`src/rtl/registro_pkg.sv`:
```
`default_nettype none
// ============================================================================
// Module      : registro_pkg
// Description : Shared definitions for the universal register family.
//               Holds the operation-select encodings used by the top module,
//               the per-bit cell and any bench that drives them.
// Revision    : 1.0 - initial release
// ============================================================================
package registro_pkg;

    // Operation select encodings for the 2-bit modo input
    localparam logic [1:0] MODO_RETENER = 2'b00;  // hold
    localparam logic [1:0] MODO_DER     = 2'b01;  // shift right (towards Q[0])
    localparam logic [1:0] MODO_IZQ     = 2'b10;  // shift left (towards Q[N-1])
    localparam logic [1:0] MODO_CARGA   = 2'b11;  // parallel load

endpackage : registro_pkg
`default_nettype wire

```
`src/rtl/celda_universal.sv`:
```
`default_nettype none
// ============================================================================
// Module      : celda_universal
// Description : One bit of the universal register. A 4:1 mux selects hold,
//               the neighbour feeding a right shift, the neighbour feeding a
//               left shift, or the parallel-load bit, into a flip-flop with
//               asynchronous active-low reset.
// Ports       : clk         - rising-edge clock
//               reset_async - asynchronous reset, active-low
//               modo        - operation select (registro_pkg encodings)
//               d_der       - bit taken on a right shift (from Q[i+1])
//               d_izq       - bit taken on a left shift (from Q[i-1])
//               d_carga     - parallel load bit
//               q           - stored bit
// Revision    : 1.0 - initial release
// ============================================================================
module celda_universal
    import registro_pkg::*;
(
    input  logic       clk,
    input  logic       reset_async,
    input  logic [1:0] modo,
    input  logic       d_der,
    input  logic       d_izq,
    input  logic       d_carga,
    output logic       q
);

    logic r_q;

    always_ff @(posedge clk or negedge reset_async) begin
        if (!reset_async) begin
            r_q <= 1'b0;
        end else begin
            // Any unknown select falls through to default and holds
            case (modo)
                MODO_DER:   r_q <= d_der;
                MODO_IZQ:   r_q <= d_izq;
                MODO_CARGA: r_q <= d_carga;
                default:    r_q <= r_q;
            endcase
        end
    end

    assign q = r_q;

endmodule : celda_universal
`default_nettype wire

```
`src/rtl/registro_universal_nbits.sv`:
```
`default_nettype none
// ============================================================================
// Module      : registro_universal_nbits
// Description : N-bit universal register (hold / shift right / shift left /
//               parallel load) with a saturating shift counter reporting how
//               many original bits have left the register since the last
//               load or reset.
//               Compile-time option: define ROTATE_EN to add the rot input,
//               which turns shifts into rotations that count modulo N and
//               pulse vuelta on wrap. Without it vuelta is tied low.
// Ports       : clk          - rising-edge clock
//               reset_async  - asynchronous reset, active-low
//               modo         - operation select (registro_pkg encodings)
//               In           - parallel load data
//               ser_in_der   - serial bit entering Q[N-1] on shift right
//               ser_in_izq   - serial bit entering Q[0] on shift left
//               rot          - rotate select (ROTATE_EN only)
//               Q            - register contents
//               ser_out_der  - Q[0]
//               ser_out_izq  - Q[N-1]
//               cuenta       - shifts since last load/reset
//               vacio        - cuenta == N
//               vuelta       - one-cycle pulse after a rotate wrap
// Revision    : 1.0 - initial release
// ============================================================================
module registro_universal_nbits
    import registro_pkg::*;
#(
    parameter int N  = 4,
    parameter int CW = $clog2(N + 1)
) (
    input  logic          clk,
    input  logic          reset_async,
    input  logic [1:0]    modo,
    input  logic [N-1:0]  In,
    input  logic          ser_in_der,
    input  logic          ser_in_izq,
`ifdef ROTATE_EN
    input  logic          rot,
`endif
    output logic [N-1:0]  Q,
    output logic          ser_out_der,
    output logic          ser_out_izq,
    output logic [CW-1:0] cuenta,
    output logic          vacio,
    output logic          vuelta
);

    localparam logic [CW-1:0] c_n   = CW'(N);
    localparam logic [CW-1:0] c_uno = CW'(1);

    logic [N-1:0]  w_q;
    logic          w_rotar;
    logic          w_ent_der;
    logic          w_ent_izq;
    logic [N-1:0]  w_vec_der;
    logic [N-1:0]  w_vec_izq;
    logic [CW-1:0] w_cuenta_sig;
    logic          w_envuelve;
    logic [CW-1:0] r_cuenta;
    logic          r_vuelta;

    // Without the rotate option w_rotar is a constant 0, so the rotate paths
    // and the vuelta register reduce to nothing and vuelta is tied low.
`ifdef ROTATE_EN
    assign w_rotar = rot;
`else
    assign w_rotar = 1'b0;
`endif

    // Bits entering at the two ends: serial inputs, or the opposite end when
    // rotating.
    assign w_ent_der = w_rotar ? w_q[0]   : ser_in_der;
    assign w_ent_izq = w_rotar ? w_q[N-1] : ser_in_izq;

    // Per-bit neighbour feeds already aligned to cell index.
    assign w_vec_der = {w_ent_der, w_q[N-1:1]};
    assign w_vec_izq = {w_q[N-2:0], w_ent_izq};

    generate
        for (genvar i = 0; i < N; i++) begin : g_celdas
            celda_universal u_celda (
                .clk         (clk),
                .reset_async (reset_async),
                .modo        (modo),
                .d_der       (w_vec_der[i]),
                .d_izq       (w_vec_izq[i]),
                .d_carga     (In[i]),
                .q           (w_q[i])
            );
        end
    endgenerate

    // Counter next state. Plain shifts saturate at N; rotations count modulo
    // N, and a rotate from the saturated value N also wraps to 0.
    always_comb begin
        w_cuenta_sig = r_cuenta;
        w_envuelve   = 1'b0;
        case (modo)
            MODO_CARGA: w_cuenta_sig = '0;
            MODO_DER, MODO_IZQ: begin
                if (w_rotar) begin
                    if (r_cuenta >= (c_n - c_uno)) begin
                        w_cuenta_sig = '0;
                        w_envuelve   = 1'b1;
                    end else begin
                        w_cuenta_sig = r_cuenta + c_uno;
                    end
                end else if (r_cuenta != c_n) begin
                    w_cuenta_sig = r_cuenta + c_uno;
                end
            end
            default: w_cuenta_sig = r_cuenta;
        endcase
    end

    always_ff @(posedge clk or negedge reset_async) begin
        if (!reset_async) begin
            r_cuenta <= '0;
            r_vuelta <= 1'b0;
        end else begin
            r_cuenta <= w_cuenta_sig;
            r_vuelta <= w_envuelve;
        end
    end

    assign Q           = w_q;
    assign ser_out_der = w_q[0];
    assign ser_out_izq = w_q[N-1];
    assign cuenta      = r_cuenta;
    assign vacio       = (r_cuenta == c_n);
    assign vuelta      = r_vuelta;

endmodule : registro_universal_nbits
`default_nettype wire

```
`config.mk`:
```
export PLATFORM = sky130hd
export DESIGN_NAME = registro_universal_nbits
export DESIGN_NICKNAME = d
export VERILOG_FILES = /design/src/rtl/registro_pkg.sv /design/src/rtl/celda_universal.sv /design/src/rtl/registro_universal_nbits.sv
export SDC_FILE = /design/constraint.sdc
export NUM_CORES = 1
export LEC_CHECK = 0
export ABC_AREA = 0
export CAP_MARGIN = 20
export CORE_AREA = 2 2 39 41
export CTS_BUF_LIST = sky130_fd_sc_hd__clkbuf_4 sky130_fd_sc_hd__clkbuf_8 sky130_fd_sc_hd__clkbuf_16
export CTS_CLUSTER_DIAMETER = 150
export DETAILED_ROUTE_END_ITERATION = 7
export DIE_AREA = 0 0 41 43
export HOLD_SLACK_MARGIN = 0.03
export MAX_ROUTING_LAYER = met4
export PLACE_DENSITY = 0.75
export REMOVE_ABC_BUFFERS = 1
export SLEW_MARGIN = 10
export SYNTH_ARGS = -nofsm -noshare
export SYNTH_HDL_FRONTEND = slang
export SYNTH_SLANG_ARGS = --single-unit
```
`constraint.sdc`:
```
create_clock -name clk -period 2.6 [get_ports clk]
set_input_delay 0.52 -clock clk [delete_from_list [all_inputs] [get_ports clk]]
set_output_delay 0.52 -clock clk [all_outputs]
set_load 0.03 [all_outputs]
```
After elaboration in Yosys (flattened, before gate mapping)
Index checks and enable logic that the tools add are counted.

cells by class
  add/subtract/negate cells = 1
  equal/unequal tests = 6
  multiplexer cells = 6
  reductions and logical operators = 4

operators with widths
  operator                                                         number
  1-bit one-hot mux with 3 select lines                            4
  3-bit one-hot mux with 2 select lines                            1
  2-bit == test, second input constant                             2
  3-bit by 1-bit adder with 3-bit output, second input constant    1
  3-bit == test, second input constant                             1
  3-bit 2-to-1 mux                                                 1
  3-bit != test, second input constant                             1
  3-bit nonzero test                                               1
  2-bit by 1-bit == test with 1-bit output, second input constant  1
  2-bit != test, second input constant                             1
  2-bit AND reduction                                              1
  2-bit nonzero test                                               1
  2-bit OR reduction                                               1

word-level totals
  register bits after elaboration = 7
  input bits = 10
  output and inout bits = 11

Logic depth before layout (Yosys ltp)
  word-level depth = 4
  mapped depth = 5
  mapped depth without buffers = 5

Cells and area by module
Synthesis repeated with hierarchy kept, for this count alone.

second synthesis, totals
  cells, all modules = 32
  area total of the unflattened synthesis = 429.2 um^2

modules (own cells, without submodules)
  module                    times used  cells each  area each (um^2)
  registro_universal_nbits  1           24          239.0
  celda_universal           4           2           47.5

Worst setup path before layout
No wires, ideal clock.

  path kind = register -> output
  start = register r_cuenta[0] (netlist: cuenta[0])
  end = output vacio
  arrival time = 1.073 ns
  data required time = 2.080 ns
  path slack = 1.007 ns
  cell stages (with the launch flop) = 5
  path buffers = 0
  path through = dfrtp_1 inv_1 ha_1 nand2_1 inv_1

between the ends
  cells in the longest elaborated chain, start to end = 1

ends and longest elaborated chain
  element                   line                             source
  start: declaration        registro_universal_nbits.sv:60   logic [CW-1:0] r_cuenta;
  start signal: assignment  registro_universal_nbits.sv:122  r_cuenta <= w_cuenta_sig;
  3-bit == test             registro_universal_nbits.sv:131  assign vacio = (r_cuenta == c_n);
  end: declaration          registro_universal_nbits.sv:45   output logic vacio,

Every way passes these cells.

Final worst setup path
Same ends and word-level chain as after synthesis.

==> results.md <==
- Status: finished, final reports clean
- Yosys top cell by area: dfrtp_1
- Detailed Routing Iterations Pass 1: 1
- Skew-Pair Late Insertion Delay: between 0.2 and 0.25 ns
- Die Y: between 40 and 50 um
- I/O Buffers: 19
- Area of the core: 0.00138 mm^2
- CP top delay family: buffers and inverters
- Min Tclk post-route: ~2.2 ns
- Synth area leaders: dfrtp_1, ha_1, buf_4
- Antenna fix cells: 0
- Crit share post-route: between 80% and 90%
- Most common cell in the synthesized netlist: dfrtp_1
- Layout area overhead: 42.2%
- Clock H-tree levels: 1
- Die Wd: 41 um
- Share of layout cells above drive strength 1: under 10%
- Worst R2R Start: cuenta[0]
- First-pass GRT wire length: approximately 1400 um
- Critical Path End Type: output port
- Register area share after synthesis: a little over a third
- GRT met2 Usage: approximately 16%
- Setup TNS: 0 ns
- EDFF count, synth: 0
- WL/cell: approximately 10 um
- CTS Hold Buffers Added: 0
- Avg Vias per Cell: 4.73
- RSZ-0062 raised after global routing: no
- # IOs: 21
- Worst-path clk slew: about 0.050 ns
- Met3 GRT Util: 3.14%
- Leak: a little over 0.0003 uW
- GR met1 Demand/Resource: between 15 and 20%
- GR peak layer: met1
- Maxcap violations: 0
- Post-CTS Setup Bufs: 0
- Endpoints failing setup: 0
- Total Wirelength: between 800 and 900 um
- Buffers and inverters on the worst path: 3
- Gp weighted congestion: 0.667
- Synth Register Bits: 7
- Post-cts sizing count: 0
- CTS tree: done
- Num rows: 14
- Crit path launch type: flop
- Post-synth top flop: dfrtp_1
- CP peak stage delay: roughly 0.66 ns
- CP Launch Point: cuenta[0]
- Synthesized cell area: between 400 and 500 um^2
- Setup crit end: vacio
- DRC Markers: 0
- Hold Vio Cnt, Final: 0
- Critical path fanouts, max: 3
- Overflow after GRT: 0
- Cts bufs inserted: 3
- Power Density: 815 mW/mm^2
- Top-area cell type share of the netlist area: 36.5%
- CTS sink count: 7
- Root buf cell: clkbuf_4
- Critical Path, Cell by Cell: inv_1 -> ha_1 -> nand2_1 -> inv_1 -> clkdlybuf4s50_1
- Share of synthesized registers carrying an async set or reset: 100%
- Internal reg-to-reg setup slack: between 1.5 and 2 ns
- Fmax: 446 MHz
- RR Endpoint: cuenta[1]
- Clock Skews: ~0.00047 ns
- Vias in the first global route: around 330
- GRT Util Overall: between 10 and 15%
- CP required: 2.08 ns
- Synthesis Warnings: 0
- Setup CP Type: flop to output port
- DIE AREA: between 0.0015 and 0.002 mm^2
- VDD IR max: about 0.55 mV
- Most used cell, CP: inv_1
- Total Nets Final: 89
- Starting density of the core: 34.7%
- Max clock buf depth: 2
- Cells after synthesis: 54
- Yosys cell types: 16
- Routed vias: around 420
- Largest net degree at the start of global routing: 9
- Post-synth top cells: dfrtp_1, ha_1, inv_1
- Initial DRC count: 0
- Slew Limit Fails: 0
- Critical path depth in cells: 5
- Cells on worst reg2reg path: 4
- Average cell area after synthesis: approximately 8.9 um^2
- Hpwl dp: approximately 720 um
- ANT nets after route: 0
- Worst hold slack: 0.532 ns
- Initial antenna violation count: 0
- Slowest CP cell: clkdlybuf4s50_1
- Data arrival, critical path: ~1.7 ns
- Hold crit path type: input port to asynchronous set/reset pin
==> power by group <==
group	switching [uW]	internal, uW	total [uW]	leakage [uW]
clock network	35.8	68.7	104	0.0000184
logic	158	122	279	0.000200
registers	32.6	141	173	0.0000854
==> metal layers <==
layer  up-vias  part of all wire [%]  routed length, um
li1        213                     -                  -
met4         0                     0                  0
met1       188                    48                418
met2        15                    44                390
met5         -                     0                  0
met3         0                   8.1                 71
==> cell usage in the layout, fill, tap and decap left out <==
cell type / instances
nor2b_1: 4
ha_1: 6
nor2_1: 2
a31oi_1: 1
conb_1: 1
o21ai_0: 3
clkdlybuf4s50_1: 19
a21oi_1: 5
dfrtp_1: 7
nand2_1: 5
inv_1: 6
o21a_2: 1
nor2_2: 1
a221oi_1: 4
nand3_1: 2
clkbuf_4: 4
nand4b_1: 1
==> layout make-up <==
type / count / area, um^2
Clock buffer: 4 / 30.0
Timing Repair Buffer: 19 / 190
Fill cell: 148 / 701
Tap cell: 16 / 20.0
Multi-Input combinational cell: 36 / 245
Sequential cell: 7 / 175
Inverter: 6 / 22.5
==> cells by family (layout without fill, tap and decap cells) <==
kind of cell             after synthesis  after routing  synth area share (%)
AO/OA/AOI/OAI                         14             14                  18.7
adder cells (fa/ha/maj)                6              6                  15.6
buffers and inverters                 11             29                  12.5
flip-flops                             7              7                  36.5
other                                  1              1                 0.781
AND/OR/NAND/NOR                       15             15                  15.9
==> worst register-to-register path: stages, from the launching register on <==
cell	delay, ns
dfrtp_1	0.37
inv_1	0.08
ha_1	0.22
a31oi_1	0.17
o21ai_0	0.12
==> registers in the layout, indices dropped and copies added, names as in the netlist <==
register and cells:
g_celdas.u_celda.q 4, cuenta 3
==> worst min-delay path by stage <==
stage	start	endpoint
3_5_place_dp	g_celdas[1].u_celda.q	g_celdas[1].u_celda.q
2_1_floorplan	reset_async	cuenta[0]
5_1_grt	reset_async	cuenta[0]
6_report	reset_async	g_celdas[1].u_celda.q
3_3_place_gp	g_celdas[3].u_celda.q	g_celdas[3].u_celda.q
4_1_cts	reset_async	cuenta[2]
==> per-stage QoR <==
step           std cells  area, um^2  utilization, %  total power, uW  setup WS (ns)
3_5_place_dp          84         653            47.2              455          0.615
5_1_grt               88         683            49.4              601          0.267
3_3_place_gp          84         653            47.2              448          0.655
6_report              88         683            49.4              557          0.357
4_1_cts               88         683            49.4              565          0.345
2_1_floorplan         49         443               -              334           1.01
Note: power is estimated with default switching activity, not from simulation.
